[config.mk]
export PLATFORM = sky130hd
export DESIGN_NAME = pshifter_pipe
export DESIGN_NICKNAME = d
export VERILOG_FILES = /design/src/rtl/pshifter_pipe.sv
export SDC_FILE = /design/constraint.sdc
export NUM_CORES = 1
export LEC_CHECK = 0
export CAP_MARGIN = 20
export CORE_MARGIN = 5
export CORE_UTILIZATION = 50
export DETAILED_ROUTE_END_ITERATION = 8
export HOLD_SLACK_MARGIN = 0.02
export PLACE_DENSITY = 0.79
export SYNTH_ARGS = -nofsm -noshare
export SYNTH_HDL_FRONTEND = slang
export SYNTH_SLANG_ARGS = --single-unit
[constraint.sdc]
create_clock -name clk -period 8 [get_ports clk]
set_clock_uncertainty 0.15 [all_clocks]
set_input_delay 0.8 -clock clk [delete_from_list [all_inputs] [get_ports clk]]
set_output_delay 0.8 -clock clk [all_outputs]
set_load 0.005 [all_outputs]
[src/rtl/pshifter_pipe.sv]
// Pipelined barrel shifter: one stage per shift-amount bit, logical/arithmetic/rotate,
// valid/ready handshake with a stall-the-whole-pipe backpressure scheme.
module pshifter_pipe #(
  parameter  int WIDTH = 32,
  localparam int SW    = $clog2(WIDTH)
) (
  input  logic             clk,
  input  logic             rst,
  input  logic             in_valid,
  output logic             in_ready,
  input  logic [WIDTH-1:0] in,
  input  logic [SW-1:0]    shiftby,
  input  logic             shiftdir,
  input  logic             shifta,
  input  logic             rotate,
  output logic             out_valid,
  input  logic             out_ready,
  output logic [WIDTH-1:0] out,
  output logic             out_zero
);

  if (WIDTH < 8 || WIDTH > 128 || (WIDTH & (WIDTH - 1)) != 0) begin : g_bad_width
    $error("pshifter_pipe: WIDTH must be a power of two in 8..128");
  end

  // Stage k registers; side-band is only needed by stages that still have work to do.
  logic [WIDTH-1:0] r_data [SW];
  logic [SW-1:0]    r_valid;
  logic [SW-2:0]    r_dir;
  logic [SW-2:0]    r_sha;
  logic [SW-2:0]    r_rot;
  logic [SW-2:0]    r_fill;
  logic [SW-1:0]    r_sb   [SW-1];

  // Inputs seen by stage k (stage 0 from the ports, the rest from stage k-1).
  logic [WIDTH-1:0] w_d    [SW];
  logic [WIDTH-1:0] w_res  [SW];
  logic [SW-1:0]    w_sb   [SW];
  logic [SW-1:0]    w_v;
  logic [SW-1:0]    w_dir;
  logic [SW-1:0]    w_sha;
  logic [SW-1:0]    w_rot;
  logic [SW-1:0]    w_fill;
  logic             w_adv;

  function automatic logic [WIDTH-1:0] stage_shift(
    input logic [WIDTH-1:0] d,
    input int               amt,
    input logic             dir,
    input logic             rot,
    input logic             fill
  );
    logic [WIDTH-1:0] mask;
    mask = ~({WIDTH{1'b1}} >> amt);
    if (amt == 0)
      stage_shift = d;
    else if (dir)
      stage_shift = rot ? ((d << amt) | (d >> (WIDTH - amt))) : (d << amt);
    else if (rot)
      stage_shift = (d >> amt) | (d << (WIDTH - amt));
    else
      stage_shift = (d >> amt) | (fill ? mask : '0);
  endfunction

  // NOTE: every element is written unconditionally, so no latch can be inferred.
  always_comb begin
    w_d[0]    = in;
    w_v[0]    = in_valid;
    w_dir[0]  = shiftdir;
    w_sha[0]  = shifta;
    w_rot[0]  = rotate;
    w_fill[0] = in[WIDTH-1];
    w_sb[0]   = shiftby;
    for (int k = 1; k < SW; k++) begin
      w_d[k]    = r_data[k-1];
      w_v[k]    = r_valid[k-1];
      w_dir[k]  = r_dir[k-1];
      w_sha[k]  = r_sha[k-1];
      w_rot[k]  = r_rot[k-1];
      w_fill[k] = r_fill[k-1];
      w_sb[k]   = r_sb[k-1];
    end
  end

  // Sign fill applies only to an arithmetic right shift; rotate and left ignore shifta.
  always_comb begin
    for (int k = 0; k < SW; k++) begin
      w_res[k] = stage_shift(w_d[k], w_sb[k][k] ? (1 << k) : 0, w_dir[k], w_rot[k],
                             w_fill[k] & w_sha[k] & ~w_dir[k] & ~w_rot[k]);
    end
  end

  assign in_ready = rst | ~r_valid[SW-1] | out_ready;
  assign w_adv    = in_ready;

  // NOTE: side-band bits are qualified by valid, so only valid and data need reset.
  always_ff @(posedge clk) begin
    if (rst) begin
      r_valid <= '0;
      for (int k = 0; k < SW; k++) r_data[k] <= '0;
    end else if (w_adv) begin
      r_valid <= w_v;
      for (int k = 0; k < SW; k++) r_data[k] <= w_res[k];
      for (int k = 0; k < SW - 1; k++) begin
        r_dir[k]  <= w_dir[k];
        r_sha[k]  <= w_sha[k];
        r_rot[k]  <= w_rot[k];
        r_fill[k] <= w_fill[k];
        r_sb[k]   <= w_sb[k];
      end
    end
  end

  assign out_valid = r_valid[SW-1];
  assign out       = r_data[SW-1];
  assign out_zero  = r_valid[SW-1] & ~|r_data[SW-1];

endmodule

# After elaboration in Yosys (flattened, before gate mapping)
# Memories as Yosys holds them, arrays and structs flattened.
# Cells that the tools add are included.
# word_totals
reg_bits	21
mem_bits_rw	180
in_bits	44
out_inout_bits	35
elab_cells	140
mem_count	2
# classes
n_addsub	5
n_shift	25
muxes	40
n_bitwise	55
reduce_logical	8
# mem_list
name	depth	width	rd	rd_clocked_by_memory_dff	wr	line_no	rtl
r_data	5	32	5	0	5	27	logic [WIDTH-1:0] r_data [SW];
r_sb	4	5	4	0	4	33	logic [SW-1:0] r_sb [SW-1];
# op_table
op	n
$mux 32	30
$or 32x32->32	15
$logic_not 32->1	5
$not 32->32	5
$shl 32x32->32	5
$shr 32x32->32	5
$reduce_or 32->1	1
$shl 32x1->32	1
$shl 32x2->32	1
$shl 32x3->32	1
$shl 32x4->32	1
$shl 32x5->32	1
$shr 32x1->32	1
$shr 32x1->32 const A	1
$shr 32x2->32	1
$shr 32x2->32 const A	1
$shr 32x3->32	1
$shr 32x3->32 const A	1
$shr 32x4->32	1
$shr 32x4->32 const A	1
$shr 32x5->32	1
$shr 32x5->32 const A	1
$and 1x1->1	16
$not 1->1	12
13 further kinds	24

# Logic depth before layout (Yosys ltp)
# Gate-level depths: netlist of run 1.
# depth
word_depth	9
depth_mapped	6
mapped_depth_nobuf	4

# Worst setup path after synthesis of run 1
# Ideal clock, no wire load.
# synth_timing
path_kind	input to register
from	input out_ready
to	memory r_data[0][0] (enable)
setup_time_ns	0.513
arrival_time_ns	4.123
required_time_ns	7.337
setup_slack_ns	3.215
path_stages	3
n_path_buf	0
cell_sequence	nor2b_1 -> nor2b_1 -> inv_1
# synth_lines
element	line_no	rtl
from (decl)	17	input logic out_ready,
to (decl)	27	

# Final worst setup path of run 1
# layout_timing
from	input out_ready
to	output in_ready
# layout_between
elab_chain_cells	1
# layout_rtl
element	line_no	rtl
$or 1x1->1	93	assign in_ready = rst | ~r_valid[SW-1] | out_ready;
to (decl)	10	output logic in_ready,
# No other way between the ends.

==> results of run 1 <==
[worst register-to-register path, cell delays in order (launching register included)]
cell	delay (ns)
dfxtp_1	0.37
nor2b_1	0.25
or2_4	0.69
buf_4	0.86
a211oi_1	0.20
[cell usage after synthesis, types with 13 or more instances]
library cell  instances  area, sq um
o211ai_1             16          120
nand2_1              20         75.1
a21oi_1              25          125
a211oi_1            126          946
clkbuf_1             43          161
buf_2                23          115
buf_4                33          248
mux2i_1              98          981
nor2b_1              13         81.3
nor2_1              146          548
edfxtp_1            186         5590
nand2b_1             25          156
[metal layers]
layer	global-route usage (%)	vias up	part of all wire, %	wire [um]
met5	0	-	0	0
met2	28.4	156	50	8980
met3	3.58	37	4.6	826
met4	7.32	0	2.9	514
met1	19.3	2933	43	7650
li1	-	3150	-	-
[area by class of cell]
type | count | area [sq um] | share of cell area, %
Clock inverter | 14 | 220 | 1.97
Tap cell | 265 | 332 | 2.97
Timing Repair Buffer | 89 | 913 | 8.19
Clock buffer | 18 | 429 | 3.85
Sequential cell | 191 | 5690 | 51.0
Inverter | 4 | 20.0 | 0.179
Multi-Input combinational cell | 532 | 3560 | 31.9
[cell families (layout without fill, tap and decap cells)]
group | count (synthesis) | after routing | share of synthesized area (%)
simple gates | 227 | 227 | 10.2
flops | 191 | 191 | 57.8
compound gates | 207 | 207 | 16.0
mux | 98 | 98 | 9.97
buf+inv | 111 | 125 | 6.09
[through the flow]
stage               total power, mW  utilization [%]
finish                         2.40             57.5
global route                   2.48             57.5
global placement               1.48             53.7
CTS                            2.41             57.1
floorplan                      1.41                -
detailed placement             1.49             53.7
[report_power, final]
part / total (mW) / switching, mW / internal (mW)
Clock: 0.928 / 0.348 / 0.580
Sequential: 1.23 / 0.0538 / 1.17
Combinational: 0.242 / 0.126 / 0.115
Total: 2.40 / 0.528 / 1.87
[state kept, by name (all words and copies together) (netlist names)]
signal   flops
r_rot        4
r_sha        4
r_data     160
r_fill       4
r_sb        10
r_valid      5
r_dir        4
[cell usage in the layout, fill, tap and decap left out, types with 7 or more instances in the layout]
cell,n
edfxtp_1,186
nor2_1,146
a211oi_1,126
mux2i_1,98
clkdlybuf4s50_1,76
nand2b_1,25
a21oi_1,25
nand2_1,20
clkbuf_16,17
o211ai_1,16
nor2b_1,13
a211oi_2,10
a22oi_1,8
buf_4,8
nand3_1,7
a311oi_1,7
[final timing paths]
kind	slack (ns)	endpoint	from	cells after the start
setup / recovery	4.56	in_ready	out_ready	5
hold / removal	0.27	r_sb[2][3]	r_sb[1][3]	0
setup reg to reg	5.17	r_data[0][8]	r_valid[4]	4
hold reg to reg	0.27	r_sb[2][3]	r_sb[1][3]	0
==> flow_summary.json, run 1 <==
{
  "vias": 6276,
  "totalWireLength_um": 18000,
  "portBuffers": 78,
  "cp_top_family": "buffers and inverters",
  "drtAntennaViolNets": 0,
  "n_fill_cell": 1591,
  "synthDistinctLibCells": 34,
  "syn_area_per_cell_sq_um": 11.8,
  "syn-cell-area_sq_um": 9840,
  "final-max-slew-violation-count": 0,
  "drc": 0,
  "cp_max_fo": 6,
  "holdCritPathClass": "reg2reg",
  "grt_pass1_wl_um": 29100,
  "grt_max_degree": 99,
  "clockBufferDepth": 2,
  "placed_cells": 1078,
  "grt_pass1_vias": 5845,
  "diodes": 0,
  "crit_buf_inv": 3,
  "cts_tree": "done",
  "ctsHoldBuffers": 0,
  "die_w_um": 150,
  "slowest_stage": "nor2b_1",
  "cts_setup_buffers": 0,
  "stdcell_area_sq_um": 11200,
  "clock-sinks": 191,
  "arrival_ns": 2.49,
  "crit_chain": "clkdlybuf4s50_1 -> nor2b_1 -> nor2b_1 -> inv_1 -> clkdlybuf4s50_1",
  "crit_type": "in2out",
  "peakVddDrop_uv": 170,
  "yosys_warnings": 0,
  "gr-total-overflow": 0,
  "num_rows": 51,
  "clock_latency_ns": 0.43,
  "die-area_sq_um": 22600,
  "min_period_over_period_pct": 43.1,
  "path_clk_slew_ns": 0.06,
  "cts_root_buf": "clkbuf_16",
  "timing.fmax_mhz": 290,
  "critPathCaptureType": "output port",
  "p_per_area_nw_per_um2": 215,
  "fin_setup_tns_ns": 0,
  "drive_above_1_share_pct": 6.25,
  "detail_route.iter0.violations": 396,
  "layout_setup_ws_ns": 4.56,
  "boundaryPins": 79,
  "drv_cap": 0,
  "initial_core_util_pct": 50.7,
  "die_h_um": 150,
  "gp_congestion": 0.803,
  "ys.flop_type": "edfxtp_1",
  "cp-start-kind": "input port",
  "cts_inserted_buffers": 17,
  "antenna_found_initial": 0,
  "core-area_sq_um": 19400,
  "areaGrowthSynthToFinish_pct": 13.4,
  "ys_ff_latch": 191,
  "cts-resized-gates": 0,
  "period_minus_slack_ns": 3.44,
  "place_area_sq_um": 10400,
  "crit_required_ns": 7.05,
  "status": "finished clean",
  "cellLeakagePower_nw": 4.06,
  "fin_nets": 879,
  "final_cells": 1113,
  "first_pass_iters": 4,
  "via_per_inst": 5.64,
  "finalHoldViolations": 0,
  "h-tree-depth": 4,
  "postSynthNetCount": 878,
  "async_reset_ff_share_pct": 0,
  "detailedPlace.worstSlack_ns": 4.40,
  "rsz0062_at_grt": "no",
  "synth_edf_count": 186,
  "syn_inst": 834,
  "yosysSeqAreaShare_pct": 57.8,
  "dp_hpwl_um": 12200,
  "fin_hold_ws_ns": 0.269,
  "setup_violations": 0,
  "relSlewSlack_pct": 36.4,
  "worst_slew_pin_slew_ns": 0.954,
  "wl_per_cell_um": 16.1,
  "grt_usage_pct": 16.3,
  "cpPeakStageDelay_ns": 0.53
}
Power figures use the tool's default switching activity.
==> run 2, diff against run 1 <==
PLACE_DENSITY = 0.82   (was 0.79)
clock period = 3.1 ns   (was 8 ns; I/O delays follow)
==> run 2 against run 1 <==
Net effect:
- worst setup slack worse by 4.0 ns
- final area is 0.92% lower
- first-iteration DRC count is 40% higher
- register-to-register slack worse by 4.4 ns
- total power is 140% higher
- clock power is 110% higher
==> flow_summary.json, run 2 (synthesis results as in run 1) <==
{
  "cellLeakagePower_nw": 4.01,
  "timing.fmax_mhz": 395,
  "critPathCaptureType": "output port",
  "holdCritPathClass": "reg2reg",
  "finalHoldViolations": 0,
  "die_h_um": 150,
  "num_rows": 51,
  "worst_slew_pin_slew_ns": 0.889,
  "cts_root_buf": "clkbuf_16",
  "relSlewSlack_pct": 40.7,
  "final_cell_mix": "186 x edfxtp_1, 146 x nor2_1, 126 x a211oi_1",
  "arrival_ns": 2.07,
  "dp_hpwl_um": 12000,
  "grt_pass1_vias": 5549,
  "diodes": 0,
  "wl_per_cell_um": 15.6,
  "vias": 6304,
  "fin_setup_tns_ns": 0,
  "crit_required_ns": 2.64,
  "detail_route.iter0.violations": 554,
  "grt_pass1_wl_um": 28200,
  "drtAntennaViolNets": 0,
  "period_minus_slack_ns": 2.53,
  "cts_setup_buffers": 0,
  "via_per_inst": 5.65,
  "ctsHoldBuffers": 0,
  "core-area_sq_um": 19400,
  "clockBufferDepth": 2,
  "initial_core_util_pct": 50.7,
  "stdcell_area_sq_um": 11100,
  "reg_top3": "r_data: 160 flops, r_sb: 10 flops, r_valid: 5 flops",
  "gr-total-overflow": 0,
  "status": "finished clean",
  "layout_commonest_cell": "edfxtp_1",
  "first_pass_iters": 5,
  "h-tree-depth": 4,
  "crit_type": "reg2out",
  "cp_max_fo": 2,
  "cts-resized-gates": 0,
  "grt_usage_pct": 15.9,
  "rsz0062_at_grt": "no",
  "grt_max_degree": 127,
  "p_per_area_nw_per_um2": 517,
  "path_clk_slew_ns": 0.06,
  "fin_nets": 882,
  "drive_above_1_share_pct": 6.94,
  "setup_violations": 0,
  "gp_congestion": 0.794,
  "die-area_sq_um": 22600,
  "clock-sinks": 191,
  "cts_tree": "done",
  "cts_inserted_buffers": 17,
  "die_w_um": 150,
  "drc": 0,
  "largest_reg_flops": 160,
  "antenna_found_initial": 0,
  "drv_cap": 0,
  "largest_register": "r_data",
  "areaGrowthSynthToFinish_pct": 12.3,
  "min_period_over_period_pct": 81.6,
  "peakVddDrop_uv": 378,
  "cp-start-kind": "flop",
  "place_area_sq_um": 10500,
  "power.total_mw": 5.72,
  "clock_latency_ns": 0.43,
  "totalWireLength_um": 17300,
  "boundaryPins": 79,
  "portBuffers": 78,
  "final-max-slew-violation-count": 0
}
[run 2: cell type report]
type                    count  area, sq um
fillers                  1577         8340
flip-flops and latches    191         5690
multi-input cells         532         3570
repair buffers             92          926
clock buffers              17          425
well taps                 265          332
clock inverters            14         93.8
inverters                   4         18.8
[run 2: metal layers]
metal	routed length (um)	GRT usage, %	vias to the layer above
met3	809	3.34	24
met1	7620	20.5	2952
li1	-	-	3159
met5	0	0	-
met2	8540	26.2	169
met4	382	6.27	0
[run 2: power by group]
group / switching, mW / internal, mW / leakage [nW]
Clock: 0.910 / 1.02 / 0.254
Combinational: 0.323 / 0.299 / 1.58
Sequential: 0.139 / 3.03 / 2.18
Total: 1.37 / 4.35 / 4.01
[run 2: final timing paths]
check / start / to / slack, ns / cells after the start
setup / recovery: r_data[0][146] / out_zero / 0.57 / 4
hold reg to reg: r_sb[0][3] / r_sb[1][3] / 0.27 / 0
setup reg to reg: r_rot[3] / r_data[0][148] / 0.79 / 3
hold / removal: r_sb[0][3] / r_sb[1][3] / 0.27 / 0
[run 2: metrics by stage]
stage	setup slack, ns	util, %	std cells	hold slack (ns)
floorplan	-0.501	-	834	0.225
global placement	0.780	54.3	1084	0.254
detailed placement	0.788	54.3	1084	0.255
CTS	0.517	57.0	1115	0.262
global route	0.398	57.0	1115	0.261
finish	0.570	57.0	1115	0.270
[run 2: critical path: stages, from the launching register on]
cell and delay, ns:
edfxtp_1 0.39, nor4_1 0.39, nand4_1 0.16, nor3_1 0.18, clkdlybuf4s50_1 0.52
